--- src/rtl/bus_pkg.sv ---
// Shared types for the QSPI SRAM byte-bus arbiter and future multi-master bus work.
package bus_pkg;

  localparam int BUS_AW = 16;
  localparam int BUS_DW = 8;

  // Command fields latched toward QSPI_SRAM; widths track the arbiter's default AW/DW.
  typedef struct packed {
    logic              write;
    logic [BUS_AW-1:0] addr;
    logic [BUS_DW-1:0] wdata;
  } bus_cmd_t;

  typedef enum logic [1:0] {
    IDLE = 2'd0,
    OWN0 = 2'd1,
    OWN1 = 2'd2
  } arb_state_t;

endpackage

--- src/rtl/bus_arb_pick.sv ---
// Combinational two-way picker: one-hot winner among eligible requesters,
// round-robin on `last` or fixed priority to master 0.
module bus_arb_pick (
  input  logic [1:0] req,
  input  logic       last,
  input  logic       rr,
  input  logic       mask0,
  output logic [1:0] win
);

  logic [1:0] elig_s;

  // Pick a winner among eligible requests; `last`=1 means master 1 won previously.
  always_comb begin
    elig_s = {req[1], req[0] & ~mask0};
    win    = 2'b00;
    case (elig_s)
      2'b01:   win = 2'b01;
      2'b10:   win = 2'b10;
      2'b11: begin
        if (rr && !last) begin
          win = 2'b10;
        end else begin
          win = 2'b01;
        end
      end
      default: win = 2'b00;
    endcase
  end

endmodule

--- src/rtl/bus_arbiter.sv ---
// Two-master arbiter in front of QSPI_SRAM: grants whole transactions, registers the
// downstream command, and lets master 1 hold the bus across locked block transfers.
module bus_arbiter
  import bus_pkg::*;
#(
  parameter int AW = BUS_AW,
  parameter int DW = BUS_DW,
  parameter bit RR = 1'b1
) (
  input  logic          CLK,
  input  logic          RES,
  input  logic          M0_REQ,
  input  logic          M0_WRITE,
  input  logic [AW-1:0] M0_ADDR,
  input  logic [DW-1:0] M0_WDATA,
  output logic [DW-1:0] M0_RDATA,
  output logic          M0_RDY,
  input  logic          M1_REQ,
  input  logic          M1_WRITE,
  input  logic [AW-1:0] M1_ADDR,
  input  logic [DW-1:0] M1_WDATA,
  output logic [DW-1:0] M1_RDATA,
  output logic          M1_RDY,
  input  logic          M1_LOCK,
  output logic          BUS_REQ,
  output logic          BUS_WRITE,
  output logic [AW-1:0] BUS_ADDR,
  output logic [DW-1:0] BUS_WDATA,
  input  logic [DW-1:0] BUS_RDATA,
  input  logic          BUS_RDY,
  output logic [1:0]    GRANT
);

  arb_state_t state_r;
  bus_cmd_t   cmd_r;
  bus_cmd_t   cmd_s;
  logic       last_r;
  logic       locked_r;
  logic       bus_req_r;
  logic [1:0] grant_r;
  logic [1:0] win_s;

  bus_arb_pick u_pick (
    .req   ({M1_REQ, M0_REQ}),
    .last  (last_r),
    .rr    (RR),
    .mask0 (locked_r),
    .win   (win_s)
  );

  // Select the winning master's command fields for latching.
  always_comb begin
    if (win_s[1]) begin
      cmd_s.write = M1_WRITE;
      cmd_s.addr  = M1_ADDR;
      cmd_s.wdata = M1_WDATA;
    end else begin
      cmd_s.write = M0_WRITE;
      cmd_s.addr  = M0_ADDR;
      cmd_s.wdata = M0_WDATA;
    end
  end

  // Arbitration FSM with registered downstream command, grant and lock tracking.
  always_ff @(posedge CLK or posedge RES) begin
    if (RES) begin
      state_r   <= IDLE;
      cmd_r     <= '{write: 1'b0, addr: {BUS_AW{1'b0}}, wdata: {BUS_DW{1'b0}}};
      last_r    <= 1'b1;
      locked_r  <= 1'b0;
      bus_req_r <= 1'b0;
      grant_r   <= 2'b00;
    end else begin
      case (state_r)
        IDLE: begin
          if (win_s != 2'b00) begin
            cmd_r     <= cmd_s;
            bus_req_r <= 1'b1;
            grant_r   <= win_s;
            locked_r  <= 1'b0;
            state_r   <= win_s[1] ? OWN1 : OWN0;
          end else begin
            // A held lock keeps master 1 shown as owner until it lets go.
            grant_r  <= (locked_r && M1_LOCK) ? 2'b10 : 2'b00;
            locked_r <= locked_r & M1_LOCK;
          end
        end
        OWN0: begin
          if (BUS_RDY) begin
            bus_req_r <= 1'b0;
            last_r    <= 1'b0;
            grant_r   <= 2'b00;
            state_r   <= IDLE;
          end else begin
            state_r   <= OWN0;
          end
        end
        OWN1: begin
          if (BUS_RDY) begin
            bus_req_r <= 1'b0;
            last_r    <= 1'b1;
            locked_r  <= M1_LOCK;
            grant_r   <= M1_LOCK ? 2'b10 : 2'b00;
            state_r   <= IDLE;
          end else begin
            state_r   <= OWN1;
          end
        end
        default: begin
          state_r   <= IDLE;
          bus_req_r <= 1'b0;
          grant_r   <= 2'b00;
          locked_r  <= 1'b0;
        end
      endcase
    end
  end

  assign BUS_REQ   = bus_req_r;
  assign BUS_WRITE = cmd_r.write;
  assign BUS_ADDR  = cmd_r.addr;
  assign BUS_WDATA = cmd_r.wdata;
  assign GRANT     = grant_r;

  // Completion is passed through in the same cycle; a spurious BUS_RDY in IDLE reaches nobody.
  assign M0_RDY   = (state_r == OWN0) & BUS_RDY;
  assign M1_RDY   = (state_r == OWN1) & BUS_RDY;
  assign M0_RDATA = BUS_RDATA;
  assign M1_RDATA = BUS_RDATA;

endmodule

--- config.mk ---
export PLATFORM = sky130hd
export DESIGN_NAME = bus_arbiter
export DESIGN_NICKNAME = d
export VERILOG_FILES = /design/src/rtl/bus_pkg.sv /design/src/rtl/bus_arb_pick.sv /design/src/rtl/bus_arbiter.sv
export SDC_FILE = /design/constraint.sdc
export NUM_CORES = 1
export LEC_CHECK = 0
export ABC_AREA = 1
export BUFFER_PORTS_ARGS = -buffer_cell sky130_fd_sc_hd__buf_2
export CORE_MARGIN = 2
export CORE_UTILIZATION = 39
export CTS_BUF_LIST = sky130_fd_sc_hd__clkbuf_8 sky130_fd_sc_hd__clkbuf_16
export DETAILED_ROUTE_END_ITERATION = 8
export GPL_TIMING_DRIVEN = 1
export PLACE_DENSITY = 0.77
export SYNTH_ARGS = -nofsm -noshare
export SYNTH_HDL_FRONTEND = slang
export SYNTH_HIERARCHICAL = 1
export SYNTH_SLANG_ARGS = --single-unit
--- constraint.sdc ---
create_clock -name CLK -period 1.5 [get_ports CLK]
set_clock_uncertainty 0.2 [all_clocks]
set_input_delay 0.375 -clock CLK [delete_from_list [all_inputs] [get_ports CLK]]
set_output_delay 0.375 -clock CLK [all_outputs]
set_load 0.1 [all_outputs]
==> run summary, run 1 <==
Bufs on Longest Clock Path = 2
Hold Path Sink = BUS_WDATA[1]
final worst slack = -0.414 ns
core area = 4380 um^2
share of layout cells above drive strength 1 = 53.6%
critical path class = reg -> out
largest net degree at the start of global routing = 33
I/O Buffers = 85
status = complete, but fails checks
htree depth = 2
Hold Startpoint = M1_WDATA[1]
largest family of logic cells by synthesized area = simple AND/OR/NAND/NOR gates
DRT iter0 DRCs = 81
All-Layer GR Usage = 21.5%
Area contributors post-synth = dfrtp_1 43%, nand2_1 16%, a31oi_1 8.8%
post-route DRC violation count = 0
Synth top cells by count = 75 x nand2_1, 31 x dfrtp_1, 30 x nor2_1, 25 x a31oi_1, 19 x buf_4
#FFs+latches synth = 32
cts bufs inserted = 5
unrepaired setup endpoints after global routing = yes
initial antenna violation count = 0
CP max FO = 3
yosys warns = 6
Routed Wire Length = 5.97 mm
EDFF count, synth = 0
n_diodes = 0
Fmax achieved = 522 MHz
die footprint = 5140 um^2
total number of vias = 1926
Post-Synth Simple-Gate Area = 24.9%
slowest stage delay, CP = 0.46 ns
number of global-route vias before repair = 1839
WL/cell = 15.4 um
Inst Count DP = 361
die span in x = 71.7 um
CP Buf/Inv Count = 3
gp weighted congestion = 0.944
DP HPWL = 3.57 mm
Post-Layout Cell Count = 388
Hold Violations, Final = 0
Max Cap Viol = 0
post-synthesis compound-gate area fraction = 11.5%
Initial Util = 40.8%
R2R Setup Slk = -0.32 ns
capturing point of the worst reg2reg path = BUS_WDATA[6]
total congestion overflow = 0
Worst R2R Path Depth = 9
Yosys cell types = 20
grt met3 use = 4.92%
Post-Synth XOR/XNOR Area = 0%
critical path's slowest cell = dfrtp_2
Root Driver = clkbuf_8
Post-synth ARST share = 100%
Tmin final = 1.91 ns
Worst-path clk slew = 0.07 ns
Synth Area in Adders = 4.90%
busiest layer in global routing = met2
vias per cell = 4.96
Required @ worst endpoint = 0.92 ns
crit end category = output pin
synthesized area per cell = 7.77 um^2
met2 GRT Util = 37.9%
crit path cell chain = inv_4 > ha_4 > nand2_4 > clkinvlp_4 > buf_12
violated checks = setup timing
CTS tree = done
Worst setup SP type = register
top_reg_cell synth = dfrtp_1
Synth area leader = dfrtp_1
Seq/Total Area, Yosys = 44.9%
die height = 71.7 um
cell family with most CP delay = flip-flops
RR Startpoint = state_r[1]
final net count = 406
M1 GR Usage = 24.1%
worst hold stages = 3
top cell type's share of synthesized area = 43.4%
first-pass GRT wire length = 8.45 mm
CTS Sinks = 32
syn_nets = 301
clock latency on the worst-skew pair = 0.30 ns
I/O Pins = 110
Gate Count Post-Synth = 230
mux cell area share after synthesis = 0%
most frequent cell after synthesis = nand2_1
synthesized area = 1790 um^2
Area Overhead vs Synth = 87.2%
num rows = 24
worst hold path type = in -> reg
drt first pass iters = 4
fin. max-slew vios = 0
WP data arrival = 1.34 ns
fin crit share = 128%
post-route ant nets = 0
Setup Viol. Count Final = 34
[worst min-delay path, delay by kind of cell]
kind                   cells  cell delay, ns
and+or+nand+nor            1            0.05
AOI/OAI and AO/OA          1            0.07
buffers and inverters      1            0.09
[cell families (layout without fill, tap and decap cells)]
group                    after synthesis  after routing
adder cells (fa/ha/maj)                7              7
flip-flops                            32             32
AND/OR/NAND/NOR                      114            114
other                                  1              1
buffers and inverters                 42            148
AO/OA/AOI/OAI                         34             34
[cell usage in the layout (no fill, tap or decap), types with 2 or more instances in the layout]
cell type	n
nand3_1	2
nand2_4	9
dfrtp_1	30
buf_6	8
nand3_4	2
clkbuf_8	5
nor2_2	5
nor2_1	24
inv_1	7
a21oi_1	3
a31oi_1	25
nand2_1	59
inv_2	6
nand2_2	8
o21ai_1	2
buf_12	35
buf_4	23
buf_2	55
clkinvlp_4	2
ha_4	6
nor2_4	2
[stage by stage]
step	util, %	setup WS (ns)	hold WS (ns)	setup TNS [ns]	instance area, um^2
global placement	63.4	-0.107	0.231	-2.36	2780
detailed placement	63.4	-0.149	0.232	-3.18	2780
CTS	69.7	-0.386	0.130	-4.59	3050
finish	76.3	-0.414	0.128	-8.13	3340
global route	76.3	-0.438	0.141	-10.15	3340
floorplan	-	-0.241	0.264	-1.41	1840
[registers in the layout, summed over array words and instances, names as in the netlist]
register	count
BUS_ADDR	16
BUS_WDATA	8
GRANT	2
state_r	2
BUS_REQ	1
BUS_WRITE	1
last_r	1
locked_r	1
[worst max path at each step]
stage	cells past startpoint	startpoint	end
6_report	5	state_r[0]	M1_RDY
5_1_grt	5	state_r[0]	M1_RDY
4_1_cts	5	state_r[0]	M1_RDY
3_5_place_dp	10	M0_REQ	GRANT[1]
3_3_place_gp	8	last_r	BUS_ADDR[10]
2_1_floorplan	6	state_r[0]	last_r
[layer usage]
layer	routed length (um)	share of wire [%]
met1	2160	36
met3	418	7.0
met5	0	0
met2	3210	54
met4	180	3.0
[final cells by class]
cell class / count / area (um^2)
fillers: 264 / 1040
multi-input cells: 156 / 995
clock inverters: 3 / 38.8
clock buffers: 5 / 68.8
repair buffers: 124 / 1290
inverters: 16 / 82.6
flip-flops and latches: 32 / 803
well taps: 52 / 65.1
[timing repair]
item | 4_1_cts | 5_1_grt
pin swaps | 4 | 14
resized for setup | 24 | 47
buffers inserted | 8 | 12
endpoints found under the setup margin | 32 | 36
hold buffers | 1 | 0
hold endpoints to repair | 31 | 0
gates cloned | 1 | 0
Power of run 1 is left out: the tool's default activity adds up to more than one toggle a clock period on the data nets, which glitch-free logic cannot reach.
==> run 2: changes to the inputs <==
--- a/config.mk
+++ b/config.mk
@@ -7,12 +7,16 @@
 export LEC_CHECK = 0
 export ABC_AREA = 1
 export BUFFER_PORTS_ARGS = -buffer_cell sky130_fd_sc_hd__buf_2
+export CELL_PAD_IN_SITES_DETAIL_PLACEMENT = 1
+export CELL_PAD_IN_SITES_GLOBAL_PLACEMENT = 2
 export CORE_MARGIN = 2
-export CORE_UTILIZATION = 39
+export CORE_UTILIZATION = 20
 export CTS_BUF_LIST = sky130_fd_sc_hd__clkbuf_8 sky130_fd_sc_hd__clkbuf_16
 export DETAILED_ROUTE_END_ITERATION = 8
 export GPL_TIMING_DRIVEN = 1
 export PLACE_DENSITY = 0.77
+export RECOVER_POWER = 25
+export REMOVE_ABC_BUFFERS = 1
 export SYNTH_ARGS = -nofsm -noshare
 export SYNTH_HDL_FRONTEND = slang
 export SYNTH_HIERARCHICAL = 1
==> run summary, run 2 (synthesis gave the netlist of run 1 again) <==
Required @ worst endpoint = 0.92 ns (about the same)
setup TNS = -9.05 ns (-0.919 ns)
final net count = 418 (+3.0%)
I/O Buffers = 85 (unchanged)
CP max FO = 3 (unchanged)
WP data arrival = 1.27 ns (-0.07 ns)
Fmax achieved = 543 MHz (+3.9%)
violated checks = setup timing
die height = 98.5 um (+37%)
total congestion overflow = 0 (unchanged)
met2 GRT Util = 22.0% (-16 points)
fillers = 1020 (+290%)
gp weighted congestion = 0.738 (-22%)
Max Cap Viol = 0 (unchanged)
Bufs on Longest Clock Path = 2 (unchanged)
vias per cell = 4.31 (-13%)
fin. max-slew vios = 0 (unchanged)
first-pass GRT wire length = 9.94 mm (+18%)
multi-input logic area = 1040 um^2 (+4.8%)
fin crit share = 123% (-4.8 points)
All-Layer GR Usage = 12.4% (-9.1 points)
final worst slack = -0.342 ns (+0.0719 ns)
Area Overhead vs Synth = 100%
unrepaired setup endpoints after global routing = yes
Initial Util = 20.6% (-20 points)
Inst Count DP = 422 (+17%)
busiest layer in global routing = met2
commonest non-fill, non-tap cell in the layout = nand2_1
final instance area = 3580 um^2 (+7.0%)
Hold Violations, Final = 0 (unchanged)
M1 GR Usage = 14.7% (-9.5 points)
Worst setup SP type = register
CP Buf/Inv Count = 3 (unchanged)
drt first pass iters = 4 (unchanged)
cts bufs inserted = 5 (unchanged)
number of global-route vias before repair = 2058 (+12%)
post-route ant nets = 0 (unchanged)
WL/cell = 14.7 um (-4.4%)
initial antenna violation count = 0 (unchanged)
most frequent cells in the layout = 62 x nand2_1, 55 x buf_2, 34 x buf_12
worst hold path type = in -> reg
I/O Pins = 110 (unchanged)
clock latency on the worst-skew pair = 0.27 ns (-0.03 ns)
grt met3 use = 4.89% (-0.029 points)
DP HPWL = 4.58 mm (+28%)
Post-Layout Cell Count = 456 (+18%)
htree depth = 2 (unchanged)
crit end category = output pin
total number of vias = 1964 (+2.0%)
largest net degree at the start of global routing = 23 (-30%)
Tmin final = 1.84 ns (-0.0719 ns)
cell family with most CP delay = flip-flops
core area = 8680 um^2 (+98%)
die footprint = 9710 um^2 (+89%)
status = complete, but fails checks
Worst-path clk slew = 0.07 ns (about the same)
placed cell areas = 2850 um^2 (+2.6%)
critical path's slowest cell = dfrtp_1
slowest stage delay, CP = 0.43 ns (-0.03 ns)
CTS tree = done
n_diodes = 0 (unchanged)
register area = 803 um^2 (unchanged)
num rows = 34 (+42%)
Root Driver = clkbuf_8
CTS Sinks = 32 (unchanged)
max reg flops = 16 (unchanged)
post-route DRC violation count = 0 (unchanged)
Setup Viol. Count Final = 34 (unchanged)
DRT iter0 DRCs = 35 (-57%)
crit path cell chain = buf_6 > ha_4 > nand2_4 > inv_4 > buf_12
die span in x = 98.5 um (+37%)
Routed Wire Length = 6.70 mm (+12%)
share of layout cells above drive strength 1 = 55.7% (+2.2 points)
critical path class = reg -> out
run 2: changes by cell type in the layout (fill, tap and decap cells not counted), sizes merged:
| cell | delta |
|---|---|
| buf | +7 |
| clkbuf | +4 |
| inv | +3 |
| clkinvlp | -2 |
| clkinv | -1 |
| nand2 | +1 |
run 2: area by class of cell:
type	count	share of cell area, %
Timing Repair Buffer	135	39.8
Multi-Input combinational cell	157	29.1
Sequential cell	32	22.4
Tap cell	108	3.78
Clock buffer	5	1.92
Inverter	16	1.89
Clock inverter	3	1.08
run 2: repair_timing:
item,4_1_cts,5_1_grt
resized for setup,34,52
hold buffers,1,0
pin swaps,5,13
setup buffers,15,4
endpoints found under the setup margin,33,36
hold endpoints to repair,31,0
cloned,0,7
run 2: final timing paths:
| path | start | end | slack (ns) | cells after the start |
|---|---|---|---|---|
| setup / recovery | state_r[1] | M1_RDY | -0.34 | 5 |
| hold / removal | M0_ADDR[3] | BUS_ADDR[3] | 0.15 | 3 |
| setup reg to reg | state_r[1] | last_r | -0.32 | 11 |
| hold reg to reg | BUS_REQ | BUS_REQ | 0.35 | 2 |
| max in group asynchronous | RES | last_r | 0.35 | 4 |
| min in group asynchronous | RES | BUS_ADDR[15] | 0.47 | 4 |
run 2: routing by layer:
layer / share of wire [%] / routed length, um
met1: 42 / 2810
met2: 51 / 3390
met3: 6.7 / 447
met4: 0.82 / 55
met5: 0 / 0
run 2: worst register-to-register path: stages (launching register included):
cell	delay [ns]
dfrtp_1	0.42
buf_6	0.13
ha_4	0.14
nand2_4	0.06
buf_6	0.11
buf_4	0.12
buf_4	0.12
buf_4	0.12
buf_4	0.12
buf_4	0.12
nand3_2	0.06
nand2_2	0.05
run 2: stage by stage:
stage | util, % | hold slack [ns] | setup slack [ns]
floorplan | - | 0.264 | -0.661
global placement | 32.9 | 0.234 | -0.170
detailed placement | 32.9 | 0.232 | -0.254
CTS | 36.8 | 0.138 | -0.338
global route | 41.2 | 0.150 | -0.398
finish | 41.2 | 0.147 | -0.342
Power of run 2 is left out for the same reason.
==> run 3: changes to the inputs <==
--- a/config.mk
+++ b/config.mk
@@ -14,10 +14,10 @@
 export CTS_BUF_LIST = sky130_fd_sc_hd__clkbuf_8 sky130_fd_sc_hd__clkbuf_16
 export DETAILED_ROUTE_END_ITERATION = 8
 export GPL_TIMING_DRIVEN = 1
-export PLACE_DENSITY = 0.77
+export HOLD_SLACK_MARGIN = 0.05
+export PLACE_DENSITY = 0.74
 export RECOVER_POWER = 25
 export REMOVE_ABC_BUFFERS = 1
 export SYNTH_ARGS = -nofsm -noshare
 export SYNTH_HDL_FRONTEND = slang
-export SYNTH_HIERARCHICAL = 1
 export SYNTH_SLANG_ARGS = --single-unit
==> run summary, run 3 <==
die footprint = 10800 um^2 (+12%)
Hold Violations, Final = 0 (unchanged)
I/O Buffers = 85 (unchanged)
I/O Pins = 110 (unchanged)
Synth area leader = dfrtp_1
Fmax achieved = 555 MHz (+2.3%)
total number of vias = 2120 (+7.9%)
violated checks = setup timing
Area Overhead vs Synth = 78.0%
Area contributors post-synth = dfrtp_1 39%, nand2_1 18%, nand3b_1 9.4%
max reg flops = 16 (unchanged)
core area = 9730 um^2 (+12%)
critical path class = reg -> out
n_diodes = 0 (unchanged)
cts bufs inserted = 5 (unchanged)
Yosys cell types = 20 (unchanged)
final instance area = 3570 um^2 (-0.35%)
status = complete, but fails checks
Required @ worst endpoint = 0.92 ns (about the same)
first-pass GRT wire length = 10.9 mm (+9.8%)
Slew headroom = 68.6%
Synth top cells by count = 98 x nand2_1, 39 x inv_1, 31 x dfrtp_1, 28 x nand3_1, 25 x nand3b_1
Initial Util = 20.6% (about the same)
Root Driver = clkbuf_8
critical path's slowest cell = dfrtp_2
CTS Sinks = 32 (unchanged)
vias per cell = 4.21 (-2.3%)
fillers = 1171 (+15%)
synthesized area per cell = 7.39 um^2 (-4.8%)
DRT iter0 DRCs = 43 (+23%)
CTS tree = done
WP data arrival = 1.23 ns (-0.04 ns)
DP HPWL = 5.07 mm (+11%)
clock latency on the worst-skew pair = 0.28 ns (about the same)
All-Layer GR Usage = 12.5% (+0.093 points)
crit end category = output pin
drt first pass iters = 5 (+1)
post-route ant nets = 0 (unchanged)
final net count = 438 (+4.8%)
placement-stage worst setup slack = -0.147 ns (+0.108 ns)
most frequent cell after synthesis = nand2_1
die height = 104 um (+5.6%)
unrepaired setup endpoints after global routing = yes
top cell type's share of synthesized area = 38.7% (-4.7 points)
most frequent cells in the layout = 75 x nand2_1, 55 x buf_2, 34 x inv_1
#FFs+latches synth = 32 (unchanged)
Post-synth ARST share = 100% (unchanged)
top_reg_cell synth = dfrtp_1
synthesized area = 2000 um^2 (+12%)
WL/cell = 14.3 um (-2.4%)
Max Cap Viol = 0 (unchanged)
Bufs on Longest Clock Path = 2 (unchanged)
register area = 805 um^2 (+0.16%)
share of layout cells above drive strength 1 = 50.4% (-5.3 points)
commonest non-fill, non-tap cell in the layout = nand2_1
Worst setup SP type = register
initial antenna violation count = 0 (unchanged)
gp weighted congestion = 0.813 (+10%)
fin. max-slew vios = 0 (unchanged)
EDFF count, synth = 0 (unchanged)
total congestion overflow = 0 (unchanged)
post-route DRC violation count = 0 (unchanged)
Top cell by count, worst path = inv_2
placed cell areas = 3000 um^2 (+5.2%)
htree depth = 2 (unchanged)
Seq/Total Area, Yosys = 40.0% (-4.9 points)
actual slew at the worst max-slew pin = 0.471 ns
Tmin final = 1.80 ns (-0.0412 ns)
fin crit share = 120% (-2.7 points)
cell family with most CP delay = flip-flops
Routed Wire Length = 7.23 mm (+7.8%)
CP max FO = 3 (unchanged)
number of global-route vias before repair = 2183 (+6.1%)
worst hold path type = in -> reg
num rows = 36 (+5.9%)
Setup Viol. Count Final = 15 (-56%)
crit path cell chain = inv_2 > ha_4 > nand2_2 > inv_2 > buf_12
slowest stage delay, CP = 0.44 ns (about the same)
setup TNS = -0.782 ns (+8.27 ns)
die span in x = 104 um (+5.6%)
multi-input logic area = 1070 um^2 (+3.0%)
largest net degree at the start of global routing = 33 (+43%)
Worst-path clk slew = 0.07 ns (about the same)
yosys warns = 0 (-6)
CP Buf/Inv Count = 3 (unchanged)
Gate Count Post-Synth = 271 (+18%)
final worst slack = -0.301 ns (+0.0412 ns)
run 3: per-stage QoR:
stage | util [%] | std cells | hold WS (ns)
after floorplan | - | 243 | 0.290
after global routing | 36.7 | 504 | 0.171
after CTS | 33.3 | 494 | 0.143
final | 36.7 | 504 | 0.171
after global placement | 30.8 | 481 | 0.240
after detailed placement | 30.8 | 481 | 0.234
run 3: tightest hold or removal path, delay by kind of cell:
family                 cells  cell delay [ns]
AO/OA/AOI/OAI              1             0.07
buffers and inverters      1             0.12
AND/OR/NAND/NOR            1             0.08
run 3: routing by layer:
metal	GRT usage [%]	vias to the layer above	wire length, um
met3	4.39	10	417
met4	4.73	0	162
li1	-	1016	-
met5	0	-	0
met1	14.4	1019	2940
met2	21.3	75	3710
run 3: cell type report:
class / instances / share of cell area, %
clock buffers: 5 / 1.93
clock inverters: 3 / 0.351
inverters: 40 / 4.67
multi-input cells: 171 / 30.1
flip-flops and latches: 32 / 22.6
well taps: 133 / 4.67
repair buffers: 120 / 35.7
run 3: final timing paths:
path / startpoint / end / slack (ns) / cells after the start
max in group asynchronous: RES / state_r[1] / 0.19 / 4
max reg2reg: state_r[0] / state_r[1] / -0.05 / 9
min in group asynchronous: RES / BUS_ADDR[8] / 0.56 / 4
min: BUS_RDY / last_r / 0.17 / 3
max: state_r[1] / M0_RDY / -0.30 / 5
min reg2reg: BUS_WDATA[5] / BUS_WDATA[5] / 0.34 / 2
run 3: kinds of logic (layout without fill, tap and decap cells):
group / count (synthesis) / count (layout) / synth area share, %
adder cells (fa/ha/maj): 4 / 4 / 2.50
flip-flops: 32 / 32 / 40.0
AND/OR/NAND/NOR: 158 / 158 / 37.0
buffers and inverters: 68 / 168 / 17.9
AO/OA/AOI/OAI: 9 / 9 / 2.56
run 3: what timing repair did:
item / 4_1_cts / 5_1_grt
hold buffers: 1 / 0
resized for setup: 32 / 56
setup endpoints to repair: 34 / 39
pin swaps: 8 / 23
buffers inserted: 5 / 7
endpoints found under the hold margin: 31 / 0
cloned: 0 / 4
Power of run 3 is left out for the same reason.
